<file path="config.mk">
export PLATFORM = sky130hd
export DESIGN_NAME = fetch_decode_stage
export DESIGN_NICKNAME = d
export VERILOG_FILES = /design/src/rtl/fetch_decode_stage.sv
export SDC_FILE = /design/constraint.sdc
export NUM_CORES = 1
export LEC_CHECK = 0
export CORE_MARGIN = 1.5
export CORE_UTILIZATION = 47
export CTS_CLUSTER_DIAMETER = 120
export DETAILED_ROUTE_END_ITERATION = 7
export PLACE_DENSITY = 0.78
export SKIP_CTS_REPAIR_TIMING = 1
export SLEW_MARGIN = 15
export SYNTH_ARGS = -nofsm -noshare
export SYNTH_HDL_FRONTEND = slang
export SYNTH_SLANG_ARGS = --single-unit
</file>
<file path="constraint.sdc">
create_clock -name clk -period 1.9 [get_ports clk]
set_clock_uncertainty 0.05 [all_clocks]
set_input_delay 0.19 -clock clk [delete_from_list [all_inputs] [get_ports clk]]
set_output_delay 0.19 -clock clk [all_outputs]
set_load 0.02 [all_outputs]
</file>
<file path="src/rtl/fetch_decode_stage.sv">
// Purpose: PC owner, instruction-memory requester and IF/ID pipeline register for the ASIP front end.
// Latency: a response accepted with stall low appears in IF/ID on the same edge, giving 1 instr/cycle.
// Backpressure: stall parks one response in a skid slot and pauses requests; redirect flushes IF/ID.
module fetch_decode_stage #(
    parameter int                  ADDR_W    = 32,
    parameter int                  INSTR_W   = 32,
    parameter logic [ADDR_W-1:0]   RESET_PC  = '0,
    parameter int                  PC_STEP   = 4,
    parameter logic [INSTR_W-1:0]  NOP_INSTR = '0
) (
    input  logic               clk,
    input  logic               rst,
    output logic               imem_req,
    output logic [ADDR_W-1:0]  imem_addr,
    input  logic               imem_ready,
    input  logic [INSTR_W-1:0] imem_rdata,
    input  logic               stall,
    input  logic               redirect,
    input  logic [ADDR_W-1:0]  redirect_pc,
    output logic               id_valid,
    output logic [INSTR_W-1:0] id_instr,
    output logic [ADDR_W-1:0]  id_pc,
    output logic [ADDR_W-1:0]  id_pc_next,
    output logic [4:0]         id_opcode,
    output logic [2:0]         id_aluop
);

    // IDLE: one dead cycle after reset; REQ: request at pc; BUF: skid slot full, no request;
    // DRAIN: a redirected request is still outstanding and must complete before refetch.
    typedef enum logic [1:0] {
        IDLE  = 2'd0,
        REQ   = 2'd1,
        BUF   = 2'd2,
        DRAIN = 2'd3
    } state_t;

    localparam logic [ADDR_W-1:0] STEP = ADDR_W'(PC_STEP);

    state_t               state;
    state_t               state_nxt;
    logic [ADDR_W-1:0]    pc;
    logic [ADDR_W-1:0]    pc_nxt;
    logic [ADDR_W-1:0]    pend_tgt;
    logic [INSTR_W-1:0]   skid_instr;
    logic [ADDR_W-1:0]    skid_pc;

    // A response in REQ is usable only when no redirect squashes it.
    logic req_hit;
    logic load_from_mem;
    logic load_from_skid;
    logic park_in_skid;
    logic latch_target;

    assign req_hit        = (state == REQ) && imem_ready && !redirect;
    assign load_from_mem  = req_hit && !stall;
    assign park_in_skid   = req_hit && stall;
    assign load_from_skid = (state == BUF) && !stall && !redirect;
    // The outstanding request cannot be abandoned, so remember where to go once it completes.
    assign latch_target   = redirect && !imem_ready && ((state == REQ) || (state == DRAIN));

    // State register.
    always_ff @(posedge clk or negedge rst) begin
        if (!rst) begin
            state <= IDLE;
        end else begin
            state <= state_nxt;
        end
    end

    // Next-state decode.
    always_comb begin
        state_nxt = state;
        case (state)
            IDLE: state_nxt = REQ;
            REQ: begin
                if (imem_ready) begin
                    if (!redirect && stall) begin
                        state_nxt = BUF;
                    end else begin
                        state_nxt = REQ;
                    end
                end else if (redirect) begin
                    state_nxt = DRAIN;
                end
            end
            BUF: begin
                if (redirect || !stall) begin
                    state_nxt = REQ;
                end
            end
            DRAIN: begin
                if (imem_ready) begin
                    state_nxt = REQ;
                end
            end
            default: state_nxt = IDLE;
        endcase
    end

    // Request valid is a pure function of state; the address is always pc, which is frozen in DRAIN.
    always_comb begin
        imem_req  = (state == REQ) || (state == DRAIN);
        imem_addr = pc;
    end

    // Next PC: step on every accepted response, jump on redirect, resume at the latched target after a drain.
    always_comb begin
        pc_nxt = pc;
        case (state)
            IDLE: begin
                if (redirect) begin
                    pc_nxt = redirect_pc;
                end
            end
            REQ: begin
                if (imem_ready) begin
                    pc_nxt = redirect ? redirect_pc : pc + STEP;
                end
            end
            BUF: begin
                if (redirect) begin
                    pc_nxt = redirect_pc;
                end
            end
            DRAIN: begin
                if (imem_ready) begin
                    pc_nxt = redirect ? redirect_pc : pend_tgt;
                end
            end
            default: pc_nxt = pc;
        endcase
    end

    // PC register.
    always_ff @(posedge clk or negedge rst) begin
        if (!rst) begin
            pc <= RESET_PC;
        end else begin
            pc <= pc_nxt;
        end
    end

    // Pending redirect target; the latest redirect before the drain completes wins.
    always_ff @(posedge clk or negedge rst) begin
        if (!rst) begin
            pend_tgt <= '0;
        end else if (latch_target) begin
            pend_tgt <= redirect_pc;
        end
    end

    // Skid slot catches the response that arrives while the hazard unit stalls IF/ID.
    always_ff @(posedge clk or negedge rst) begin
        if (!rst) begin
            skid_instr <= NOP_INSTR;
            skid_pc    <= '0;
        end else if (park_in_skid) begin
            skid_instr <= imem_rdata;
            skid_pc    <= pc;
        end
    end

    // IF/ID register: redirect flush beats stall; id_pc is left alone on a flush.
    always_ff @(posedge clk or negedge rst) begin
        if (!rst) begin
            id_valid <= 1'b0;
            id_instr <= NOP_INSTR;
            id_pc    <= '0;
        end else if (redirect) begin
            id_valid <= 1'b0;
            id_instr <= NOP_INSTR;
        end else if (load_from_mem) begin
            id_valid <= 1'b1;
            id_instr <= imem_rdata;
            id_pc    <= pc;
        end else if (load_from_skid) begin
            id_valid <= 1'b1;
            id_instr <= skid_instr;
            id_pc    <= skid_pc;
        end
    end

    // Decode fields and the CALL link value.
    always_comb begin
        id_opcode  = id_instr[31:27];
        id_aluop   = id_instr[26:24];
        id_pc_next = id_pc + STEP;
    end

endmodule
</file>
# Word-level counts from Yosys, hierarchy flattened
# Cells that the tools add are included.
# op_classes
add_sub_neg	2
n_eq_ne	8
n_mux	20
bitwise_logic	1
reduce_logical	21
# ops
op	n
$mux 32	10
$pmux 32 s3	1
$add 32x3->32 const B	2
$mux 2	5
$logic_and 1x1->1	9
$pmux 2 s4	1
$reduce_and 3->1	2
$eq 2x2->1 const B	2
$ne 2x1->1 const B	2
$ne 2x2->1 const B	2
$logic_not 1->1	3
$mux 1	3
$ne 3x3->1 const B	1
$reduce_bool 3->1	1
$eq 2x1->1 const B	1
$logic_not 2->1	1
$logic_or 1x1->1	2
$reduce_and 2->1	1
$reduce_bool 2->1	1
$reduce_or 2->1	1
$not 1->1	1
# totals
reg_bits	195
inputBits	69
output_inout_bits	138
wordCells	60

# Logic depth before layout (Yosys ltp)
# Gate-level depths: netlist (run 1).
# logic_depth
word_depth	6
depth_mapped	8
ltp_nobuf	6

# Worst setup path before layout (run 1)
# Ideal clock, no wire load.
# synth_path
kind	flip-flop to output port
from	register id_pc[7]
to	output id_pc_next[23]
arrival_time_ns	1.968
t_required_ns	1.660
setup_slack_ns	-0.308
stages_incl_launch_ff	8
path_buffers	2
cell_sequence	dfrtp_1 and3_1 and3_1 clkbuf_1 and4_1 clkbuf_1 nand4_1 xnor2_1
# synth_via
elab_chain_cells	1
# synth_rtl
item	line_no	text
start, declared	22	output logic [ADDR_W-1:0] id_pc,
start signal, assigned	175	id_pc <= pc;
start signal, assigned	179	id_pc <= skid_pc;
$add 32x3->32	187	id_pc_next = id_pc + STEP;
end, declared	23	output logic [ADDR_W-1:0] id_pc_next,
# Every way passes these cells.

# Worst setup path after layout (run 1)
# layout_path
from	register id_pc[3]
to	output id_pc_next[24]
# The elaborated chain is that of the path after synthesis.

==> results of run 1 <==
routing by layer:
layer  wire (um)  track usage  vias to the layer above
met2       13320       0.3986                      321
li1            -            -                     3876
met5           0            0                        -
met4         805      0.09697                        0
met1       12180       0.3638                     4159
met3        1501      0.04031                       59
registers in the layout (all words and copies together), names as in the netlist:
signal and count:
id_instr 32, id_pc 32, id_valid 1, imem_addr 32
pend_tgt 32, skid_instr 32, skid_pc 32, state 2
final cells by class:
cell class | count | area [sq um]
Timing Repair Buffer | 364 | 3505
Inverter | 41 | 153.9
Sequential cell | 195 | 4911
Tap cell | 270 | 337.8
Clock inverter | 8 | 83.83
Multi-Input combinational cell | 582 | 4637
Clock buffer | 22 | 444.2
Fill cell | 1437 | 6162
critical path, stage by stage (launching register included):
cell and delay, ns:
dfrtp_2 0.41, ha_4 0.16, nand3_4 0.08, nor2_4 0.16
nand4_1 0.13, buf_6 0.16, nor3_4 0.14, xor2_2 0.15
buf_6 0.13
where the power goes:
part / switching [mW] / total (mW) / internal (mW)
clock: 1.53 / 3.33 / 1.80
sequential: 0.714 / 5.92 / 5.20
combinational: 2.95 / 5.93 / 2.98
total: 5.20 / 15.2 / 9.99
Yosys cell counts, drive strengths merged (3+ instances only):
library cell | number | area [sq um]
xnor2 | 28 | 245.2
inv | 40 | 150.1
o21ai | 35 | 175.2
a21oi | 25 | 125.1
and2 | 3 | 18.77
and3 | 9 | 56.30
o22a | 3 | 26.28
nor4 | 9 | 83.83
nand4 | 14 | 87.58
nor3 | 15 | 85.08
a211oi | 11 | 87.58
o221ai | 3 | 26.28
o22ai | 26 | 162.7
mux2 | 102 | 1149
nand2b | 5 | 31.28
a222oi | 32 | 320.3
nand2 | 87 | 334.1
o31ai | 4 | 30.03
nor2 | 33 | 123.9
nand3 | 28 | 162.7
a22oi | 19 | 142.6
dfrtp | 195 | 4880
a221o | 4 | 41.29
clkbuf | 45 | 206.4
a32oi | 3 | 26.28
and4 | 6 | 53.80
nor2b | 8 | 50.05
xor2 | 16 | 140.1
o21a | 4 | 30.03
buf | 31 | 188.9
mux2i | 17 | 170.2
nand3b | 3 | 22.52
a31oi | 4 | 25.02
through the flow:
stage / std cells / worst slack, ns / setup TNS (ns) / instance area (sq um)
final: 1482 / -0.3080 / -4.292 / 14070
after global routing: 1482 / -0.4361 / -7.116 / 14070
after CTS: 1470 / -0.9213 / -19.20 / 13740
after detailed placement: 1440 / -0.4513 / -14.43 / 13220
after global placement: 1440 / -0.4068 / -9.371 / 13220
after floorplan: 894 / -0.05735 / -0.2200 / 9920
worst max path at each step:
stage	end	from	slack, ns	depth (start not counted)
6_report	id_pc_next[24]	id_pc[3]$_DFFE_PN0P_	-0.31	8
5_1_grt	id_pc_next[24]	id_pc[3]$_DFFE_PN0P_	-0.44	8
4_1_cts	id_pc_next[26]	id_pc[3]$_DFFE_PN0P_	-0.92	8
2_1_floorplan	imem_addr[24]$_DFFE_PN0P_	imem_addr[9]$_DFFE_PN0P_	-0.06	6
3_5_place_dp	id_pc_next[26]	id_pc[3]$_DFFE_PN0P_	-0.45	8
3_3_place_gp	id_pc_next[24]	id_pc[3]$_DFFE_PN0P_	-0.41	8
cells by family (layout without fill, tap and decap cells):
kind of cell,count (synthesis),after routing,synth area share
AND/OR/NAND/NOR,227,227,0.1203
XOR/XNOR,44,44,0.03977
flip-flops,195,195,0.5036
multiplexers,119,119,0.1361
buffers and inverters,117,435,0.05668
adder cells (fa/ha/maj),2,2,0.002582
AO/OA/AOI/OAI,190,190,0.1410
==> impl_metrics.py, run 1 <==
metrics = {
    "clock_network": {
        "insertion_delay_ns": 0.43,
        "clock_sinks": 195,
        "cts.clk_slew.worst_paths_ns": 0.06,
        "root_buffer": "clkbuf_16",
        "clockBufferDepth": 2,
        "cts_tree": "yes",
        "cts_made_buffers": 17,
        "h-tree-depth": 4,
    },
    "global_routing": {
        "gr-total-overflow": 0,
        "grt_pass1_vias": 8089,
        "grt_pass1_wl_mm": 43.53,
        "track_usage": 0.2568,
        "grt_max_degree": 56,
        "antenna_found_initial": 0,
    },
    "yosys": {
        "syn_area_sq_um": 9691,
        "ys_ff_latch": 195,
        "synth_area_per_cell_sq_um": 10.84,
        "postSynthCellCount": 894,
        "syn-num-nets": 965,
        "ys.flop_type": "dfrtp_1",
        "ys_seq_area_frac": 0.5036,
        "yosysUniqueCellTypes": 70,
        "synth_edf_count": 0,
        "async_reset_ff_frac": 1.000,
        "ys.warnings.count": 0,
    },
    "sta": {
        "layout_worst_path_cycle_share": 1.162,
        "fin_ws_ns": -0.3080,
        "tightest_slew_ns": 0.4724,
        "period_needed_ns": 2.208,
        "finalHoldViolations": 0,
        "rsz0062_at_grt": "yes",
        "slew-limit-headroom": 0.6851,
        "max_clock_freq_ghz": 0.4529,
        "slew_violations": 0,
        "timing.hold.ws_ns": 0.2430,
        "setup_violations": 25,
    },
    "route": {
        "finalWirelength_mm": 27.80,
        "vias": 8415,
        "drtPass1Iterations": 6,
        "drt-wirelength-per-cell_um": 18.76,
        "dr.first_iter.drc_count": 831,
        "viasPerCell": 5.678,
        "postRouteAntennaNets": 0,
        "drc": 0,
    },
    "worst_setup_path": {
        "start_kind": "flop",
        "reg2reg_slack_ns": -0.01,
        "crit_required_ns": 1.66,
        "path_class": "flop to output port",
        "r2r-start": "imem_addr[11]$_DFFE_PN0P_",
        "arrival_ns": 1.97,
        "rr_worst_depth": 6,
        "crit_fanout": 6,
        "cp-end-kind": "output port",
        "reg2reg_to": "imem_addr[29]$_DFFE_PN0P_",
    },
    "die": {
        "core_sq_um": 20230,
        "die_width_um": 146.6,
        "die_height_um": 146.6,
        "ios": 207,
        "start_util": 0.4789,
        "rows": 52,
        "dieArea_sq_um": 21490,
    },
    "pwr": {
        "power_density_nw_per_um2": 1079,
        "ir_drop_mv": 0.6980,
        "p_leak_nw": 6.311,
        "finalPower_mw": 15.19,
    },
    "status": {
        "violations": "negative setup slack",
        "outcome": "finished, violations left",
    },
    "finish": {
        "postLayoutCoreUtil": 0.6955,
        "drive_above_1_share": 0.3350,
        "area_growth_pct": 45.22,
        "diodes": 0,
        "mostFrequentLayoutCell": "dfrtp_1",
        "nets": 1272,
        "final_cell_mix": "dfrtp_1 (170), clkdlybuf4s50_1 (165), buf_4 (149), mux2_2 (102), nand2_1 (82)",
    },
    "placed_design": {
        "hpwl_mm": 19.96,
        "gp_congestion": 0.9056,
        "port_buffers": 206,
    },
    "worst_hold_path": {
        "hold_class": "input port to async pin",
    },
    "job": {
        "cap_violations": 0,
    },
}
Power figures use the tool's default switching activity.
==> run 2: changes to the inputs <==
--- a/config.mk
+++ b/config.mk
@@ -6,4 +6,5 @@
 export NUM_CORES = 1
 export LEC_CHECK = 0
+export ABC_CLOCK_PERIOD_IN_PS = 1940
 export CORE_MARGIN = 1.5
 export CORE_UTILIZATION = 47
==> constraint.sdc (replaced) <==
create_clock -name clk -period 1.94 [get_ports clk]
set_clock_uncertainty 0.05 [all_clocks]
set_input_delay 0.485 -clock clk [delete_from_list [all_inputs] [get_ports clk]]
set_output_delay 0.485 -clock clk [all_outputs]
set_load 0.02 [all_outputs]
==> impl_metrics.py, run 2 (synthesis results as in run 1) <==
metrics = {
    "pwr": {
        "power_density_nw_per_um2": 1058,
        "finalPower_mw": 15.37,
        "ir_drop_mv": 0.6281,
        "p_clk_frac": 0.239,
        "seq_power_share": 0.378,
        "internal_power_mw": 9.967,
        "sw_frac_of_total": 0.3515,
        "comb_power_share": 0.382,
        "p_leak_nw": 7.766,
        "p_switching_mw": 5.403,
    },
    "die": {
        "core_sq_um": 20230,
        "die_height_um": 146.6,
        "ios": 207,
        "rows": 52,
        "die_width_um": 146.6,
        "dieArea_sq_um": 21490,
        "start_util": 0.4789,
    },
    "sta": {
        "setup_violations": 27,
        "layout_worst_path_cycle_share": 1.319,
        "slew-limit-headroom": 0.7114,
        "rsz0062_at_grt": "yes",
        "tns_ns": -11.87,
        "tightest_slew_ns": 0.4295,
        "max_clock_freq_ghz": 0.3907,
        "finalHoldViolations": 0,
        "period_needed_ns": 2.560,
        "slew_violations": 0,
        "fin_ws_ns": -0.6196,
    },
    "worst_setup_path": {
        "cp_top_family": "simple AND/OR/NAND/NOR gates",
        "cpMaxStageDelayCell": "dfrtp_2",
        "cp-end-kind": "output port",
        "reg2reg_to": "imem_addr[26]$_DFFE_PN0P_",
        "path_class": "flop to output port",
        "r2r-start": "imem_addr[17]$_DFFE_PN0P_",
        "crit_fanout": 6,
        "cp_common_cell": "nand4_1",
        "critPathBufInv": 1,
        "arrival_ns": 2.02,
        "start_kind": "flop",
        "crit_chain": "nand4_1 -> nor2_4 -> and4_4 -> nand4_1 -> xnor2_2 -> buf_4",
        "crit_required_ns": 1.40,
        "reg2reg_slack_ns": 0,
        "cp_slowest_stage_delay_ns": 0.40,
        "rr_worst_depth": 5,
    },
    "placed_design": {
        "gp_congestion": 0.9174,
        "port_buffers": 206,
        "dpl.cell_count": 1446,
        "place_area_sq_um": 13310,
        "hpwl_mm": 20.41,
    },
    "clock_network": {
        "cts_tree": "yes",
        "cts.clk_slew.worst_paths_ns": 0.07,
        "clock_sinks": 195,
        "cts_made_buffers": 17,
        "clockBufferDepth": 2,
        "root_buffer": "clkbuf_16",
        "h-tree-depth": 4,
        "insertion_delay_ns": 0.44,
    },
    "finish": {
        "multi_input_area_sq_um": 4731,
        "fin_area_sq_um": 14530,
        "regArea_sq_um": 4908,
        "nets": 1281,
        "n_fill_cell": 1375,
        "final_cell_mix": "dfrtp_1 (172), buf_4 (165), dlymetal6s2s_1 (111), mux2_2 (102), nand2_1 (81)",
        "fin_cells": 1494,
        "area_growth_pct": 49.98,
        "mostFrequentLayoutCell": "dfrtp_1",
        "drive_above_1_share": 0.3549,
    },
    "status": {
        "violations": "design-rule violations, negative setup slack",
        "outcome": "finished, violations left",
    },
    "route": {
        "drtPass1Iterations": 8,
        "viasPerCell": 5.785,
        "drt-wirelength-per-cell_um": 19.63,
        "drc": 1,
        "dr.first_iter.drc_count": 824,
        "finalWirelength_mm": 29.32,
        "vias": 8643,
        "postRouteAntennaNets": 0,
    },
    "global_routing": {
        "gr-total-overflow": 0,
        "grt_pass1_wl_mm": 44.22,
        "grt_pass1_vias": 8068,
        "antenna_found_initial": 1,
        "grt_max_degree": 58,
        "track_usage": 0.2606,
    },
    "job": {
        "cap_violations": 0,
    },
    "worst_hold_path": {
        "hold_class": "input port to async pin",
    },
}
==> run 2: power by group through the flow <==
| stage | Clock (mW) | Sequential [mW] | Combinational (mW) |
|---|---|---|---|
| 3_3_place_gp | 0 | 5.78 | 5.72 |
| 5_1_grt | 3.90 | 5.92 | 6.27 |
| 4_1_cts | 3.73 | 5.77 | 5.87 |
| 2_1_floorplan | 0 | 6.39 | 2.35 |
| 3_5_place_dp | 0 | 5.85 | 5.84 |
| 6_report | 3.68 | 5.81 | 5.88 |
==> run 2: layout make-up <==
type	count	area share
Clock inverter	15	0.01326
Inverter	41	0.01059
Clock buffer	17	0.02927
Timing Repair Buffer	373	0.2602
Tap cell	270	0.02324
Sequential cell	195	0.3377
Antenna cell	1	0.0001722
Multi-Input combinational cell	582	0.3255
==> run 2: how the worst max path moves through the flow <==
stage                               start        endpoint  cells after the start
floorplan            id_pc[7]$_DFFE_PN0P_  id_pc_next[23]                      7
global placement     id_pc[3]$_DFFE_PN0P_  id_pc_next[23]                      6
detailed placement   id_pc[3]$_DFFE_PN0P_  id_pc_next[23]                      6
CTS                  id_pc[3]$_DFFE_PN0P_  id_pc_next[25]                      6
global route        id_pc[12]$_DFFE_PN0P_  id_pc_next[24]                      8
finish               id_pc[2]$_DFFE_PN0P_  id_pc_next[23]                      6
==> run 2: routing by layer <==
layer	track usage	vias to the layer above	share of wire
met5	0	-	0
met4	0.09394	0	0.022
met3	0.03438	46	0.066
met2	0.3962	386	0.48
met1	0.3823	4307	0.44
li1	-	3904	-
==> run 2: through the flow <==
step           hold slack [ns]  utilization  setup WS [ns]
2_1_floorplan           0.1394            -        -0.2950
3_3_place_gp            0.3255       0.6576        -0.7061
3_5_place_dp            0.3246       0.6576        -0.7361
4_1_cts                -0.1427       0.6881         -1.199
5_1_grt                 0.4292       0.7183        -0.7161
6_report                0.4294       0.7183        -0.6196
==> run 2: worst register-to-register path: cells and delay by family (launching register included) <==
family	cells	cell delay [ns]
AOI/OAI and AO/OA	3	0.67
DFF	1	0.39
and+or+nand+nor	2	0.70
==> run 3: changes to the inputs <==
==> constraint.sdc (replaced) <==
create_clock -name clk -period 1.94 [get_ports clk]
set_clock_uncertainty 0.05 [all_clocks]
set_input_delay 0.194 -clock clk [delete_from_list [all_inputs] [get_ports clk]]
set_output_delay 0.194 -clock clk [all_outputs]
set_load 0.02 [all_outputs]
==> impl_metrics.py, run 3 (synthesis results as in run 1) <==
metrics = {
    "status": {
        "outcome": "finished, violations left",
        "violations": "negative setup slack",
    },
    "sta": {
        "fin_ws_ns": -0.2333,
        "slew_violations": 0,
        "period_needed_ns": 2.173,
        "setup_violations": 21,
        "finalHoldViolations": 0,
        "tightest_slew_ns": 0.4726,
        "layout_worst_path_cycle_share": 1.120,
        "max_clock_freq_ghz": 0.4601,
        "tns_ns": -3.115,
        "slew-limit-headroom": 0.6825,
        "rsz0062_at_grt": "yes",
    },
    "finish": {
        "regArea_sq_um": 4907,
        "n_fill_cell": 1445,
        "multi_input_area_sq_um": 4608,
        "diodes": 0,
        "area_growth_pct": 43.95,
        "final_cell_mix": "dfrtp_1 (173), clkdlybuf4s50_1 (173), buf_4 (147), mux2_2 (102), nand2_1 (84)",
        "drive_above_1_share": 0.3256,
        "postLayoutCoreUtil": 0.6894,
        "nets": 1262,
    },
    "clock_network": {
        "cts_made_buffers": 17,
        "cts_tree": "yes",
        "clockBufferDepth": 2,
        "cts.clk_slew.worst_paths_ns": 0.07,
        "root_buffer": "clkbuf_16",
        "clock_sinks": 195,
        "insertion_delay_ns": 0.43,
        "h-tree-depth": 4,
    },
    "worst_setup_path": {
        "path_class": "flop to output port",
        "crit_required_ns": 1.70,
        "arrival_ns": 1.93,
        "start_kind": "flop",
        "cp-end-kind": "output port",
        "crit_fanout": 6,
    },
    "die": {
        "dieArea_sq_um": 21490,
        "die_width_um": 146.6,
        "core_sq_um": 20230,
        "ios": 207,
        "die_height_um": 146.6,
        "start_util": 0.4789,
        "rows": 52,
    },
    "worst_hold_path": {
        "hold_class": "input port to async pin",
    },
    "route": {
        "viasPerCell": 5.742,
        "dr.first_iter.drc_count": 885,
        "finalWirelength_mm": 28.13,
        "vias": 8464,
        "drc": 0,
        "postRouteAntennaNets": 0,
        "drt-wirelength-per-cell_um": 19.08,
        "drtPass1Iterations": 5,
    },
    "placed_design": {
        "pre_cts_ws_ns": -0.3654,
        "port_buffers": 206,
        "gp_congestion": 0.8898,
        "hpwl_mm": 20.33,
    },
    "global_routing": {
        "grt_max_degree": 48,
        "grt_pass1_vias": 8112,
        "antenna_found_initial": 0,
        "grt_pass1_wl_mm": 43.95,
        "gr-total-overflow": 0,
        "track_usage": 0.2603,
    },
    "pwr": {
        "p_leak_nw": 6.190,
        "power_density_nw_per_um2": 1090,
        "finalPower_mw": 15.21,
        "ir_drop_mv": 0.7051,
    },
    "job": {
        "cap_violations": 0,
    },
}
-- run 3: final cells by class --
cell class | count | area share
Sequential cell | 195 | 0.3518
Multi-Input combinational cell | 582 | 0.3303
Timing Repair Buffer | 354 | 0.2387
Clock inverter | 10 | 0.01067
Clock buffer | 22 | 0.03328
Inverter | 41 | 0.01103
Tap cell | 270 | 0.02422
-- run 3: report_power, final --
| group | switching (mW) | internal (mW) | total (mW) |
|---|---|---|---|
| sequential | 0.704 | 5.09 | 5.80 |
| combinational | 2.87 | 2.88 | 5.75 |
| clock | 1.55 | 2.12 | 3.66 |
-- run 3: through the flow --
step	instances	area, sq um	hold slack [ns]
2_1_floorplan	894	9902	-0.1516
3_3_place_gp	1434	13070	0.09432
3_5_place_dp	1434	13070	0.1026
4_1_cts	1466	13680	-0.3555
5_1_grt	1474	13950	0.2448
6_report	1474	13950	0.2016
-- run 3: worst paths after layout --
path / start / cells past startpoint / slack [ns] / to
worst max register to register: imem_addr[11]$_DFFE_PN0P_ / 6 / 0.03 / imem_addr[29]$_DFFE_PN0P_
max in group asynchronous: rst / 3 / 1.00 / skid_instr[8]$_DFFE_PN0P_
worst min-delay path: rst / 2 / 0.20 / id_instr[24]$_DFFE_PN0P_
worst max-delay path: id_pc[3]$_DFFE_PN0P_ / 8 / -0.23 / id_pc_next[24]
worst min register to register: skid_pc[11]$_DFFE_PN0P_ / 2 / 0.44 / skid_pc[11]$_DFFE_PN0P_
min in group clk: redirect_pc[0] / 3 / 0.35 / imem_addr[0]$_DFFE_PN0P_
-- run 3: metal layers --
layer / global-route usage / routed length [um]
met5: 0 / 0
met4: 0.1111 / 912
met3: 0.03813 / 1677
met2: 0.4071 / 13410
met1: 0.3622 / 12130
-- run 3: critical path: stages, from the launching register on --
cell	delay, ns
dfrtp_2	0.40
ha_4	0.14
nand3_2	0.11
nor2_4	0.14
nand4_1	0.12
buf_6	0.16
nor3_4	0.14
xor2_2	0.15
buf_6	0.13
